**src/rtl/ember_pkg.sv**
```systemverilog
// Shared types and constants for the Ember fetch path: instruction geometry,
// fetch FSM states and the instruction field layout used by decode.
package ember_pkg;

    localparam int INST_W         = 32;
    localparam int BYTES_PER_INST = 4;

    typedef enum logic [1:0] {
        ST_IDLE,
        ST_FETCH,
        ST_PUSH
    } fetch_state_e;

    typedef struct packed {
        logic [11:0] imm;
        logic [3:0]  fn;
        logic [5:0]  rs;
        logic [5:0]  rd;
        logic [3:0]  opcode;
    } inst_fields_t;

    function automatic inst_fields_t inst_fields(input logic [INST_W-1:0] w);
        return inst_fields_t'(w);
    endfunction

endpackage

```
**src/rtl/ember_inst_fifo.sv**
```systemverilog
// Synchronous instruction queue holding {pc, word} pairs; flush empties it in one cycle.
// The head outputs read as zero while the queue is empty.
module ember_inst_fifo #(
    parameter int ADDR_W = 32,
    parameter int DATA_W = 32,
    parameter int DEPTH  = 4
) (
    input  logic                     clk,
    input  logic                     rst,
    input  logic                     flush,
    input  logic                     push,
    input  logic [ADDR_W-1:0]        push_pc,
    input  logic [DATA_W-1:0]        push_data,
    input  logic                     pop,
    output logic [ADDR_W-1:0]        head_pc,
    output logic [DATA_W-1:0]        head_data,
    output logic                     full,
    output logic                     empty,
    output logic [$clog2(DEPTH):0]   count
);

    localparam int PTR_W = $clog2(DEPTH);
    localparam int CNT_W = PTR_W + 1;

    logic [ADDR_W-1:0] pc_mem   [DEPTH];
    logic [DATA_W-1:0] data_mem [DEPTH];
    logic [PTR_W-1:0]  wr_ptr;
    logic [PTR_W-1:0]  rd_ptr;
    logic              do_push;
    logic              do_pop;

    assign empty   = (count == '0);
    assign full    = (count == CNT_W'(DEPTH));
    assign do_pop  = pop && !empty && !flush;
    assign do_push = push && (!full || do_pop) && !flush;

    assign head_pc   = empty ? '0 : pc_mem[rd_ptr];
    assign head_data = empty ? '0 : data_mem[rd_ptr];

    always_ff @(posedge clk) begin
        if (!rst || flush) begin
            wr_ptr <= '0;
            rd_ptr <= '0;
            count  <= '0;
        end else begin
            if (do_push) wr_ptr <= wr_ptr + PTR_W'(1);
            if (do_pop)  rd_ptr <= rd_ptr + PTR_W'(1);
            count <= count + CNT_W'(do_push) - CNT_W'(do_pop);
        end
    end

    always_ff @(posedge clk) begin
        if (do_push) begin
            pc_mem[wr_ptr]   <= push_pc;
            data_mem[wr_ptr] <= push_data;
        end
    end

endmodule

```
**src/rtl/ember_fetch_unit.sv**
```systemverilog
// Ember instruction fetch: assembles little-endian words from byte reads of L3 and queues
// {pc, inst} for decode. Define EMBER_FETCH_STATS_EN to add the fetched/flushed counters.
module ember_fetch_unit
    import ember_pkg::*;
#(
    parameter int                ADDR_W   = 32,
    parameter int                DEPTH    = 4,
    parameter logic [ADDR_W-1:0] RESET_PC = '0
) (
    input  logic               clk,
    input  logic               rst,
    output logic               mem_req,
    output logic [ADDR_W-1:0]  mem_addr,
    input  logic               mem_ack,
    input  logic [7:0]         mem_rdata,
    output logic               inst_valid,
    input  logic               inst_ready,
    output logic [INST_W-1:0]  inst_data,
    output logic [ADDR_W-1:0]  inst_pc,
    input  logic               redirect_valid,
    input  logic [ADDR_W-1:0]  redirect_pc
`ifdef EMBER_FETCH_STATS_EN
    ,
    output logic [31:0]        stat_fetched,
    output logic [31:0]        stat_flushed
`endif
);

    localparam int              CNT_W     = $clog2(DEPTH) + 1;
    localparam int              BC_W      = $clog2(BYTES_PER_INST);
    localparam logic [BC_W-1:0] LAST_BYTE = BC_W'(BYTES_PER_INST - 1);

    fetch_state_e      state;
    logic [ADDR_W-1:0] pc;
    logic [BC_W-1:0]   byte_cnt;
    logic              discard;
    logic [INST_W-1:0] word;
    logic              fifo_full;
    logic              fifo_empty;
    logic              pop;
    logic              push;
    logic              space_after;
    logic [CNT_W-1:0]  count;

    assign inst_valid  = !fifo_empty;
    assign pop         = inst_valid && inst_ready;
    assign push        = (state == ST_PUSH) && !redirect_valid;
    // Room for another word once this cycle's push and pop have both landed.
    assign space_after = (count - CNT_W'(pop)) < CNT_W'(DEPTH - 1);

    always_ff @(posedge clk) begin
        if (!rst) begin
            state    <= ST_IDLE;
            pc       <= RESET_PC;
            byte_cnt <= '0;
            discard  <= 1'b0;
            mem_req  <= 1'b0;
            mem_addr <= '0;
        end else if (redirect_valid) begin
            state    <= ST_FETCH;
            pc       <= redirect_pc & ~ADDR_W'(3);
            byte_cnt <= '0;
            // An unacknowledged request must stay up; its byte is dropped when it returns.
            if (mem_req && !mem_ack) begin
                discard <= 1'b1;
            end else begin
                discard <= 1'b0;
                mem_req <= 1'b0;
            end
        end else if (discard) begin
            if (mem_ack) begin
                discard <= 1'b0;
                mem_req <= 1'b0;
            end
        end else begin
            case (state)
                ST_IDLE: begin
                    if (!fifo_full || pop) begin
                        state    <= ST_FETCH;
                        mem_req  <= 1'b1;
                        mem_addr <= pc;
                    end
                end
                ST_FETCH: begin
                    if (!mem_req) begin
                        mem_req  <= 1'b1;
                        mem_addr <= pc + ADDR_W'(byte_cnt);
                    end else if (mem_ack) begin
                        mem_req <= 1'b0;
                        if (byte_cnt == LAST_BYTE) begin
                            byte_cnt <= '0;
                            state    <= ST_PUSH;
                        end else begin
                            byte_cnt <= byte_cnt + BC_W'(1);
                        end
                    end
                end
                ST_PUSH: begin
                    pc <= pc + ADDR_W'(BYTES_PER_INST);
                    if (space_after) begin
                        state    <= ST_FETCH;
                        mem_req  <= 1'b1;
                        mem_addr <= pc + ADDR_W'(BYTES_PER_INST);
                    end else begin
                        state <= ST_IDLE;
                    end
                end
                default: state <= ST_IDLE;
            endcase
        end
    end

    always_ff @(posedge clk) begin
        if (state == ST_FETCH && mem_req && mem_ack && !discard && !redirect_valid)
            word[{byte_cnt, 3'b000} +: 8] <= mem_rdata;
    end

    ember_inst_fifo #(
        .ADDR_W (ADDR_W),
        .DATA_W (INST_W),
        .DEPTH  (DEPTH)
    ) u_fifo (
        .clk       (clk),
        .rst       (rst),
        .flush     (redirect_valid),
        .push      (push),
        .push_pc   (pc),
        .push_data (word),
        .pop       (pop),
        .head_pc   (inst_pc),
        .head_data (inst_data),
        .full      (fifo_full),
        .empty     (fifo_empty),
        .count     (count)
    );

`ifdef EMBER_FETCH_STATS_EN
    always_ff @(posedge clk) begin
        if (!rst) begin
            stat_fetched <= '0;
            stat_flushed <= '0;
        end else begin
            if (push)           stat_fetched <= stat_fetched + 32'd1;
            if (redirect_valid) stat_flushed <= stat_flushed + 32'(count);
        end
    end
`endif

endmodule

```
**config.mk**
```make
export PLATFORM = sky130hd
export DESIGN_NAME = ember_fetch_unit
export DESIGN_NICKNAME = d
export VERILOG_FILES = /design/src/rtl/ember_pkg.sv /design/src/rtl/ember_inst_fifo.sv /design/src/rtl/ember_fetch_unit.sv
export SDC_FILE = /design/constraint.sdc
export NUM_CORES = 1
export LEC_CHECK = 0
export ABC_CLOCK_PERIOD_IN_PS = 3100
export BUFFER_PORTS_ARGS = -buffer_cell sky130_fd_sc_hd__clkbuf_2
export CAP_MARGIN = 20
export CELL_PAD_IN_SITES_DETAIL_PLACEMENT = 1
export CELL_PAD_IN_SITES_GLOBAL_PLACEMENT = 1
export CORE_ASPECT_RATIO = 0.6
export CORE_MARGIN = 4
export CORE_UTILIZATION = 35
export DETAILED_ROUTE_END_ITERATION = 12
export PLACE_DENSITY = 0.74
export SLEW_MARGIN = 20
export SYNTH_ARGS = -nofsm -noshare
export SYNTH_HDL_FRONTEND = slang
export SYNTH_SLANG_ARGS = --single-unit
```
**constraint.sdc**
```tcl
create_clock -name clk -period 3.1 [get_ports clk]
set_input_delay 0.155 -clock clk [delete_from_list [all_inputs] [get_ports clk]]
set_output_delay 0.155 -clock clk [all_outputs]
set_load 0.02 [all_outputs]
```
==> flow_metrics.env <==
export IMPL_worst_setup_path_endpoint="mem_addr[0]$_SDFFE_PN0P_"
export IMPL_vdd_ir_max_mv=0.3084
export IMPL_post_place_cells=1718
export IMPL_drt_pre_antenna_iters=5
export IMPL_cts_setup_buffers=0
export IMPL_p_per_area_mw_per_mm2=556.0
export IMPL_mostFrequentLayoutCell="edfxtp_1"
export IMPL_path_depth=10
export IMPL_maxSlewHeadroom_pct=39.74
export IMPL_setup_tns_ns=0
export IMPL_fp_dieH_um=168.4
export IMPL_antenna_diode_count=0
export IMPL_syn_area_mm2=0.01500
export IMPL_timing_hold_worst_class="primary input to flop"
export IMPL_finish_net_count=1287
export IMPL_cp_slowest_cell="and3_2"
export IMPL_cts_sink_count=357
export IMPL_post_route_drc_count=0
export IMPL_post_route_period_util_pct=84.45
export IMPL_synth_seq_area_share_pct=66.31
export IMPL_synth_lib_cells_used_distinct=51
export IMPL_asyncSetResetFlopFracSynth_pct=0
export IMPL_root_buffer="clkbuf_16"
export IMPL_synth_yosys_warnings=0
export IMPL_port_buffers=138
export IMPL_timing_critical_path_required_ns=3.54
export IMPL_final_util_pct=42.87
export IMPL_period_needed_ns=2.618
export IMPL_run_status="finished, final reports clean"
export IMPL_synth_edff_count=280
export IMPL_globalRoute_totalOverflow=0
export IMPL_antenna_found_initial=1
export IMPL_final_wirelength_mm=40.59
export IMPL_core_area_mm2=0.04209
export IMPL_max_clock_freq_ghz=0.3820
export IMPL_grt_pass1_wl_mm=62.26
export IMPL_max_stage_delay_ns=0.50
export IMPL_setup_viol_count_final=0
export IMPL_total_power_mw=10.03
export IMPL_largest_net_degree_at_the_start_of_global_routing=64
export IMPL_r2r_worst_path_cells=10
export IMPL_p_leak_nw=6.372
export IMPL_avgRoutedWirePerCell_um=22.38
export IMPL_tightestPinTransition_ns=0.9039
export IMPL_global_route_usage_total_pct=17.61
export IMPL_ant_nets=0
export IMPL_clock_tree_buffer_depth=3
export IMPL_vias_in_the_first_global_route=10030
export IMPL_number_of_max_slew_violations_in_the_final_report=0
export IMPL_synth_ff_type="edfxtp_1"
export IMPL_rsz0062_at_grt="false"
export IMPL_cts_max_level=2
export IMPL_timing_critical_path_from="u_fifo.count[2]$_SDFF_PP0_"
export IMPL_vias=9512
export IMPL_clock_tree_from_tritoncts="built"
export IMPL_flow_area_growth_from_synthesis_pct=20.26
export IMPL_io_pins=143
export IMPL_most_common_layout_cells="edfxtp_1 (280), clkbuf_2 (138), o21ai_0 (75), dfxtp_1 (75), nor2b_1 (66)"
export IMPL_layout_setup_ws_ns=0.4820
export IMPL_routed_via_density=5.244
export IMPL_worstSetupPathType="flop to flop"
export IMPL_clock_insertion_delay_worst_skew_ns=0.55
export IMPL_detailedRoute_firstIterationViolations=925
export IMPL_reg2reg_from="u_fifo.count[2]$_SDFF_PP0_"
export IMPL_cap_violations=0
export IMPL_crit_buf_inv=1
export IMPL_detailedPlacementHpwl_mm=27.11
export IMPL_post_synth_inst_count=1038
export IMPL_final_cells=1814
export IMPL_cts_buffers_inserted=35
export IMPL_die_x_extent_um=275.3
export IMPL_critical_path_endpoint_type="flop"
export IMPL_critical_path_max_fanout=31
export IMPL_reg2reg_setup_slack_ns=0.48
export IMPL_ys_seq_elements=357
export IMPL_die_area_mm2=0.04636
export IMPL_post_route_cells_drive_above_1_share_pct=24.28
export IMPL_arrival_time_of_the_worst_setup_path_ns=3.06
export IMPL_critical_path_most_common_cell="ha_1"
export IMPL_critical_path_cell_chain="nor3_2 -> nor2b_1 -> ha_1 -> ha_1 -> xor2_1 -> o21ai_0 -> and3_2 -> buf_12 -> nand3_1 -> a21boi_0"
export IMPL_syn_avg_cell_area_um2=14.46
export IMPL_reg2reg_to="mem_addr[0]$_SDFFE_PN0P_"
export IMPL_floorplan_initialDensity_pct=35.65
export IMPL_finalHoldViolCount=0
export IMPL_worst_clock_skew_ns=0.02412
export IMPL_critical_path_startpoint_type="flop"
export IMPL_globalplace_congestion=0.8297
export IMPL_path_delay_family="simple AND/OR/NAND/NOR gates"
export IMPL_row_count=58
export IMPL_setup_ws_pre_cts_ns=0.4897
export IMPL_clk_pin_slew_ns=0.06
-- power by group --
group | internal, mW | switching [mW] | total, mW | leakage, nW
combinational | 0.197 | 0.315 | 0.512 | 2.41
clock | 2.36 | 1.85 | 4.20 | 0.546
sequential | 5.20 | 0.114 | 5.32 | 3.42
-- what timing repair did --
| item | in CTS | in global routing |
|---|---|---|
| endpoints found under the hold margin | 47 | 1 |
| endpoints found under the setup margin | 0 | 0 |
| hold buffers | 35 | 1 |
| resized for setup | 0 | 0 |
-- state kept, by name (all words and copies together), names as in the netlist, named ones only --
signal / count
byte_cnt: 2
discard: 1
mem_addr: 32
mem_req: 1
pc: 30
state: 2
u_fifo.count: 3
u_fifo.data_mem: 128
u_fifo.pc_mem: 120
u_fifo.rd_ptr: 2
u_fifo.wr_ptr: 2
word: 32
-- stage by stage --
stage	hold slack, ns	cell area (µm²)
2_1_floorplan	0.2311	15010
3_3_place_gp	0.3707	16570
3_5_place_dp	0.3754	16570
4_1_cts	0.0007029	18030
5_1_grt	0.01060	18040
6_report	0.02924	18040
-- worst register-to-register path, delay by kind of cell (launching register included) --
| family | cells | cell delay, ns |
|---|---|---|
| simple gates | 4 | 0.94 |
| xor+xnor | 1 | 0.15 |
| compound gates | 2 | 0.46 |
| flops | 1 | 0.36 |
| buf+inv | 1 | 0.24 |
| fa+ha+maj | 2 | 0.38 |
-- logic make-up after synthesis --
group / Yosys count / share of synthesized area [%]
other cells: 1 / 0.02499
flops: 357 / 66.31
buf+inv: 81 / 2.201
fa+ha+maj: 21 / 1.801
mux: 64 / 9.440
xor+xnor: 31 / 1.810
simple gates: 311 / 11.60
compound gates: 172 / 6.813
-- final cells by class --
class                      count  area [µm²]
clock buffer                  39       890.9
clock inverter                21       224.0
fill                        4353       24050
inverter                      15       56.30
multi-input combinational    601        4740
sequential                   357        9955
tap                          570       713.2
timing repair buffer         211        1466
-- per-layer routing --
layer	global-route usage, %	vias up	share of wire (%)
li1	-	4310	-
met3	3.974	44	6.4
met1	25.37	4876	46
met4	3.336	0	1.4
met2	27.72	282	46
met5	0	-	0
-- how the worst min path moves through the flow --
stage	end	startpoint	slack [ns]	cells past startpoint
final	word[0]$_DFFE_PP_	mem_rdata[0]	0.03	2
after global routing	word[0]$_DFFE_PP_	mem_rdata[0]	0.01	2
after CTS	pc[29]$_SDFFE_PN0P_	redirect_pc[29]	0.0007	3
after detailed placement	discard$_SDFF_PN0_	mem_ack	0.38	2
after global placement	discard$_SDFF_PN0_	mem_ack	0.37	2
after floorplan	discard$_SDFF_PN0_	mem_ack	0.23	1
-- cell usage after synthesis (23+ instances only) --
cell	count	area, µm²
a31oi_1	27	168.9
nand2_1	50	187.7
o21ai_0	75	375.4
clkbuf_1	49	183.9
dfxtp_1	77	1541
and2_1	49	306.5
nand4_1	23	143.9
nor2_1	40	150.1
mux4_2	62	1396
a21oi_1	35	175.2
nor2b_1	66	412.9
edfxtp_1	280	8408
Note: power is estimated with default switching activity, not from simulation.
